**config.mk**
```make
export PLATFORM = sky130hd
export DESIGN_NAME = nibble_serial_addsub_ctrl_flat
export DESIGN_NICKNAME = d
export VERILOG_FILES = /design/src/rtl/nibble_serial_addsub_ctrl_if.sv /design/src/rtl/nibble_serial_addsub_ctrl.sv /design/src/flat_wrapper.sv
export SDC_FILE = /design/constraint.sdc
export NUM_CORES = 1
export LEC_CHECK = 0
export ABC_AREA = 0
export BUFFER_PORTS_ARGS = -buffer_cell sky130_fd_sc_hd__buf_2
export CORE_UTILIZATION = 30
export DETAILED_ROUTE_END_ITERATION = 7
export PLACE_DENSITY = 0.63
export SETUP_SLACK_MARGIN = 0.3
export SLEW_MARGIN = 25
export SYNTH_ARGS = -nofsm -noshare
export SYNTH_HDL_FRONTEND = slang
export SYNTH_SLANG_ARGS = --single-unit
```
**constraint.sdc**
```tcl
create_clock -name clk -period 1.6 [get_ports clk]
set_input_delay 0 -clock clk [delete_from_list [all_inputs] [get_ports clk]]
set_output_delay 0 -clock clk [all_outputs]
set_load 0.005 [all_outputs]
```
**src/rtl/nibble_serial_addsub_ctrl_if.sv**
```systemverilog
// Request, result and adder-side signals of the nibble-serial add/sub sequencer.
// The slave modport is the sequencer; the master modport is its environment.
interface nibble_serial_addsub_ctrl_if #(
    parameter int NIBBLES = 2
);
    localparam int WIDTH = 4 * NIBBLES;

    logic             in_valid;
    logic             in_ready;
    logic             op_sub;
    logic [WIDTH-1:0] op_a;
    logic [WIDTH-1:0] op_b;
    logic [3:0]       adder_a;
    logic [3:0]       adder_b;
    logic             adder_cin;
    logic [3:0]       adder_s;
    logic             adder_cout;
    logic             res_valid;
    logic             res_ready;
    logic [WIDTH-1:0] res_sum;
    logic             res_cout;
    logic             res_ovf;
    logic             res_zero;

    modport slave (
        input  in_valid, op_sub, op_a, op_b, adder_s, adder_cout, res_ready,
        output in_ready, adder_a, adder_b, adder_cin,
               res_valid, res_sum, res_cout, res_ovf, res_zero
    );

    modport master (
        output in_valid, op_sub, op_a, op_b, adder_s, adder_cout, res_ready,
        input  in_ready, adder_a, adder_b, adder_cin,
               res_valid, res_sum, res_cout, res_ovf, res_zero
    );
endinterface

```
**src/rtl/nibble_serial_addsub_ctrl.sv**
```systemverilog
// Streams a WIDTH-bit add/subtract through an external 4-bit ripple adder,
// one nibble per cycle LSB first, and hands the result off via valid/ready.
module nibble_serial_addsub_ctrl #(
    parameter int NIBBLES = 2
) (
    input  logic                        clk,
    input  logic                        reset,
    nibble_serial_addsub_ctrl_if.slave  bus
);
    localparam int WIDTH = 4 * NIBBLES;
    localparam int IDXW  = (NIBBLES > 1) ? $clog2(NIBBLES) : 1;
    localparam logic [IDXW-1:0] LAST = IDXW'(NIBBLES - 1);

    typedef enum logic [1:0] {S_IDLE, S_CALC, S_DONE} state_t;

    state_t           r_state;
    state_t           w_state_next;
    logic [WIDTH-1:0] r_a;
    logic [WIDTH-1:0] r_b;
    logic             r_sub;
    logic             r_c;
    logic [IDXW-1:0]  r_idx;
    logic [WIDTH-1:0] r_acc;
    logic [WIDTH-1:0] r_sum;
    logic             r_cout;
    logic             r_ovf;
    logic             r_zero;
    logic [WIDTH-1:0] w_acc_next;
    logic             w_ovf;

    always_ff @(posedge clk) begin
        if (reset) r_state <= S_IDLE;
        else       r_state <= w_state_next;
    end

    always_comb begin
        w_state_next  = r_state;
        bus.in_ready  = 1'b0;
        bus.res_valid = 1'b0;
        bus.adder_a   = '0;
        bus.adder_b   = '0;
        bus.adder_cin = 1'b0;
        case (r_state)
            S_IDLE: begin
                bus.in_ready = 1'b1;
                if (bus.in_valid) w_state_next = S_CALC;
            end
            S_CALC: begin
                // The adder inverts B whenever Cin=1, so pre-invert by (sub ^ c)
                // to get A + (sub ? ~B : B) + c on every nibble.
                bus.adder_a   = r_a[r_idx*4 +: 4];
                bus.adder_b   = r_b[r_idx*4 +: 4] ^ {4{r_sub ^ r_c}};
                bus.adder_cin = r_c;
                if (r_idx == LAST) w_state_next = S_DONE;
            end
            S_DONE: begin
                bus.res_valid = 1'b1;
                if (bus.res_ready) w_state_next = S_IDLE;
            end
            default: w_state_next = S_IDLE;
        endcase
    end

    always_comb begin
        w_acc_next = r_acc;
        w_acc_next[r_idx*4 +: 4] = bus.adder_s;
        w_ovf = (r_a[WIDTH-1] == (r_b[WIDTH-1] ^ r_sub)) &&
                (w_acc_next[WIDTH-1] != r_a[WIDTH-1]);
    end

    // Result registers load only on the final nibble so they hold across idle periods.
    always_ff @(posedge clk) begin
        if (reset) begin
            r_a    <= '0;
            r_b    <= '0;
            r_sub  <= 1'b0;
            r_c    <= 1'b0;
            r_idx  <= '0;
            r_acc  <= '0;
            r_sum  <= '0;
            r_cout <= 1'b0;
            r_ovf  <= 1'b0;
            r_zero <= 1'b0;
        end else begin
            case (r_state)
                S_IDLE: begin
                    if (bus.in_valid) begin
                        r_a   <= bus.op_a;
                        r_b   <= bus.op_b;
                        r_sub <= bus.op_sub;
                        r_c   <= bus.op_sub;
                        r_idx <= '0;
                    end
                end
                S_CALC: begin
                    r_acc <= w_acc_next;
                    r_c   <= bus.adder_cout;
                    r_idx <= r_idx + 1'b1;
                    if (r_idx == LAST) begin
                        r_sum  <= w_acc_next;
                        r_cout <= bus.adder_cout;
                        r_ovf  <= w_ovf;
                        r_zero <= (w_acc_next == '0);
                    end
                end
                default: ;
            endcase
        end
    end

    assign bus.res_sum  = r_sum;
    assign bus.res_cout = r_cout;
    assign bus.res_ovf  = r_ovf;
    assign bus.res_zero = r_zero;
endmodule
```
**src/flat_wrapper.sv**
```systemverilog
// flat-port wrapper written by rule: the top's interface ports become plain ports
module nibble_serial_addsub_ctrl_flat 
#(
    parameter int NIBBLES = 2
)
  (clk, reset, bus_in_valid, bus_op_sub, bus_op_a, bus_op_b, bus_adder_s, bus_adder_cout, bus_res_ready, bus_in_ready, bus_adder_a, bus_adder_b, bus_adder_cin, bus_res_valid, bus_res_sum, bus_res_cout, bus_res_ovf, bus_res_zero);
  nibble_serial_addsub_ctrl_if #(.NIBBLES(NIBBLES)) bus_i ();
  input  logic clk;
  input  logic reset;
  input wire logic [$bits(bus_i.in_valid)-1:0] bus_in_valid;
  input wire logic [$bits(bus_i.op_sub)-1:0] bus_op_sub;
  input wire logic [$bits(bus_i.op_a)-1:0] bus_op_a;
  input wire logic [$bits(bus_i.op_b)-1:0] bus_op_b;
  input wire logic [$bits(bus_i.adder_s)-1:0] bus_adder_s;
  input wire logic [$bits(bus_i.adder_cout)-1:0] bus_adder_cout;
  input wire logic [$bits(bus_i.res_ready)-1:0] bus_res_ready;
  output wire logic [$bits(bus_i.in_ready)-1:0] bus_in_ready;
  output wire logic [$bits(bus_i.adder_a)-1:0] bus_adder_a;
  output wire logic [$bits(bus_i.adder_b)-1:0] bus_adder_b;
  output wire logic [$bits(bus_i.adder_cin)-1:0] bus_adder_cin;
  output wire logic [$bits(bus_i.res_valid)-1:0] bus_res_valid;
  output wire logic [$bits(bus_i.res_sum)-1:0] bus_res_sum;
  output wire logic [$bits(bus_i.res_cout)-1:0] bus_res_cout;
  output wire logic [$bits(bus_i.res_ovf)-1:0] bus_res_ovf;
  output wire logic [$bits(bus_i.res_zero)-1:0] bus_res_zero;
  assign bus_i.in_valid = bus_in_valid;
  assign bus_i.op_sub = bus_op_sub;
  assign bus_i.op_a = bus_op_a;
  assign bus_i.op_b = bus_op_b;
  assign bus_i.adder_s = bus_adder_s;
  assign bus_i.adder_cout = bus_adder_cout;
  assign bus_i.res_ready = bus_res_ready;
  assign bus_in_ready = bus_i.in_ready;
  assign bus_adder_a = bus_i.adder_a;
  assign bus_adder_b = bus_i.adder_b;
  assign bus_adder_cin = bus_i.adder_cin;
  assign bus_res_valid = bus_i.res_valid;
  assign bus_res_sum = bus_i.res_sum;
  assign bus_res_cout = bus_i.res_cout;
  assign bus_res_ovf = bus_i.res_ovf;
  assign bus_res_zero = bus_i.res_zero;
  nibble_serial_addsub_ctrl #(.NIBBLES(NIBBLES)) u_core (.clk(clk), .reset(reset), .bus(bus_i));
endmodule
```
==> flow_summary.yaml <==
run_status:
  outcome: "completed"
worst_setup_path:
  timing.critical_path.arrival_ps: 1400
  cp_slowest_stage_delay_ps: 380
  data_required_time_of_the_critical_path_ps: 1600
  critPathMaxFanout: 4
  timing.rr.start: "u_core.r_state[1]"
  critical_path.slowest_cell: "sky130_fd_sc_hd__dfxtp_4"
  cp_num_buf_inv: 2
  startpoint_to_endpoint_class_of_the_critical_path: "flip-flop to output port"
  rr_worst_depth: 4
  cp-start-kind: "flip-flop"
  critPathTopFamily: "flip-flops"
  timing.reg2reg.setup_slack_ps: 340
  worst_r2r_endpoint: "u_core.r_b[3]"
  crit_chain: "buf_6, mux2i_2, xnor2_1, nor2_1, buf_2"
  worstSetupStartpoint: "u_core.r_idx"
  worst_setup_path_end_kind: "output port"
placed_design:
  place.detailed.instances: 299
  place.port_buffers: 47
  preCtsSetupSlack_ps: 195
  gp_congestion: 0.763
  placed_cell_area_mm2: 0.00183
  detailedPlacementHpwl_um: 2450
cts:
  cts_tree: "done"
  cell_chosen_for_the_clock_root: "sky130_fd_sc_hd__clkbuf_8"
  cts_buffers: 5
  clkLatencyLatePin_ps: 290
  ctsLongestPathBuffers: 2
  htreeDepth: 2
  clock-sinks: 36
  clkSlewWorstSetupHoldPaths_ps: 70
floorplan:
  die_x_um: 74.0
  floorplan.die.height_um: 74.0
  fp.coreArea_mm2: 0.00485
  std_cell_rows: 25
  die_area_mm2: 0.00548
  starting_density_pct: 32.1
  floorplan.io_pins: 48
detailed_routing:
  via_per_inst: 4.56
  drtPass1Iterations: 4
  first_drt_iteration_drcs: 81
  routed_wire_length_per_instance_um: 12.4
  totalWireLength_um: 4180
  antenna_left: 0
  vias: 1541
  drc_errors: 0
min_path:
  hp-class: "input pin to flip-flop"
  worst_hold_path.endpoint: "u_core.r_state[1]"
  hp-start: "bus_res_ready"
  holdPathStages: 3
finish:
  final_cell_area_mm2: 0.00232
  fillCellCount: 489
  final_cell_mix: "59 x sky130_fd_sc_hd__nand2_1, 48 x sky130_fd_sc_hd__buf_2, 33 x sky130_fd_sc_hd__a21oi_1, 33 x sky130_fd_sc_hd__dfxtp_1, 22 x sky130_fd_sc_hd__dlygate4sd3_1"
  final_layout_size_suffix_gt1_share_pct: 32.5
  antenna-diode-count: 0
  nets: 297
  layoutNonFillerInstCount: 338
  layout_commonest_cell: "sky130_fd_sc_hd__nand2_1"
  post-route-util_pct: 47.8
  area_delta_synth_final_pct: 48.9
synth:
  synthDistinctLibCells: 27
  net_count_synth: 219
  synthDominantCellAreaShare_pct: 46.3
  postSynthCellCount: 193
  seq_area_frac_synth_pct: 46.3
  synth-seq-cells: 36
  synth_top_cells_by_area: "sky130_fd_sc_hd__dfxtp_1 46%, sky130_fd_sc_hd__nand2_1 14%, sky130_fd_sc_hd__a21oi_1 11%, sky130_fd_sc_hd__mux2i_1 5.1%, sky130_fd_sc_hd__xnor2_1 3.4%"
  syn-cell-area_mm2: 0.00156
  yosys_warnings: 0
  synth_area_leader_cell: "sky130_fd_sc_hd__dfxtp_1"
  post_synth.cell_area_avg_um2: 8.06
global_routing:
  grt_pass1_wl_um: 6460
  grt_start_max_net_pins: 37
  grtUsageTotal_pct: 15.7
  grt_antenna_before_repair: 0
  number_of_global_route_vias_before_repair: 1484
  globalRoute.totalOverflow: 0
timing:
  max_slew_headroom_at_the_worst_pin_pct: 55.9
  unrepaired_setup_endpoints_after_global_routing: "true"
  final.setup_skew_ps: 2.17
  number_of_hold_slack_violations_in_the_final_timing_report: 0
  min_period_ps: 1400
  worst-slew-pin-transition_ps: 661
  finalMaxSlewViolations: 0
  fmaxAchievable_mhz: 714
  finalSetupTns_ps: 0
  worst_slack_ps: 200
  setup_viol: 0
  worst_hold_slack_ps: 4.92
  min_period_over_period_pct: 87.5
pwr:
  total_power_mw: 1.97
  p_leak_nw: 0.946
  vdd.ir_drop.worst_uv: 477
  power_per_cell_area_mw_per_mm2: 851
run:
  maxCapViolations: 0
cell usage after synthesis (all sizes together):
cell    count
nand3       1
a311oi      1
a21oi      34
o21ai       4
inv         2
and3b       1
nor3        1
mux2i       8
nand2      60
buf        10
xnor2       6
or3         1
nor2       11
o21bai      1
clkbuf      4
nand3b      3
or3b        1
nor2b       1
a31oi       1
nand2b      2
dfxtp      36
nor3b       2
nor4        2
power by group:
group          leakage [nW]  switching [mW]  internal [mW]
registers             0.296          0.0370          0.943
clock network        0.0410           0.307          0.296
logic                 0.609           0.184          0.205
total                 0.946           0.527           1.44
worst max-delay path by stage:
stage | endpoint | slack [ps] | depth (start not counted)
2_1_floorplan | u_core.r_b[0] | 430 | 5
3_3_place_gp | u_core.r_a[1] | 210 | 3
3_5_place_dp | u_core.bus.res_ovf | 200 | 3
4_1_cts | bus_adder_b[2] | 240 | 5
5_1_grt | bus_adder_b[1] | 150 | 5
6_report | bus_adder_b[1] | 200 | 5
cell type report:
| class | instances | area (µm²) | area share (%) |
|---|---|---|---|
| Multi-Input combinational cell | 141 | 797 | 34.4 |
| Tap cell | 67 | 83.8 | 3.62 |
| Clock buffer | 6 | 72.6 | 3.13 |
| Sequential cell | 36 | 729 | 31.5 |
| Clock inverter | 1 | 5.00 | 0.216 |
| Timing Repair Buffer | 85 | 622 | 26.8 |
| Inverter | 2 | 7.51 | 0.324 |
flip-flops by register name, summed over array words and instances (netlist names):
signal	count
u_core.bus.res_sum	8
u_core.bus.res_cout	1
u_core.r_c	1
u_core.r_state	2
u_core.r_sub	1
u_core.r_b	8
u_core.bus.res_ovf	1
u_core.bus.res_zero	1
u_core.r_idx	1
u_core.r_acc	4
u_core.r_a	8
layer usage:
metal	track usage, %	part of all wire [%]
met1	19.3	47
met2	26.2	46
met3	4.20	4.6
met4	5.77	1.5
met5	0	0
cell families after synthesis:
kind of cell	synth area share [%]
AND/OR/NAND/NOR	24.9
AO/OA/AOI/OAI	14.1
flip-flops	46.3
buffers and inverters	6.19
multiplexers	5.14
XOR/XNOR	3.38
worst min-delay path, delay by kind of cell:
family          cells  cell delay [ps]
simple gates        1              100
compound gates      1               70
buf+inv             1               70
timing repair:
action / CTS / global route
pin swaps: 2 / 6
setup endpoints to repair: 38 / 13
gates resized for setup: 12 / 16
setup buffers: 3 / 5
hold buffers: 22 / 0
hold endpoints to repair: 25 / 0
gates cloned: 0 / 2
Note: power is estimated with default switching activity, not from simulation.
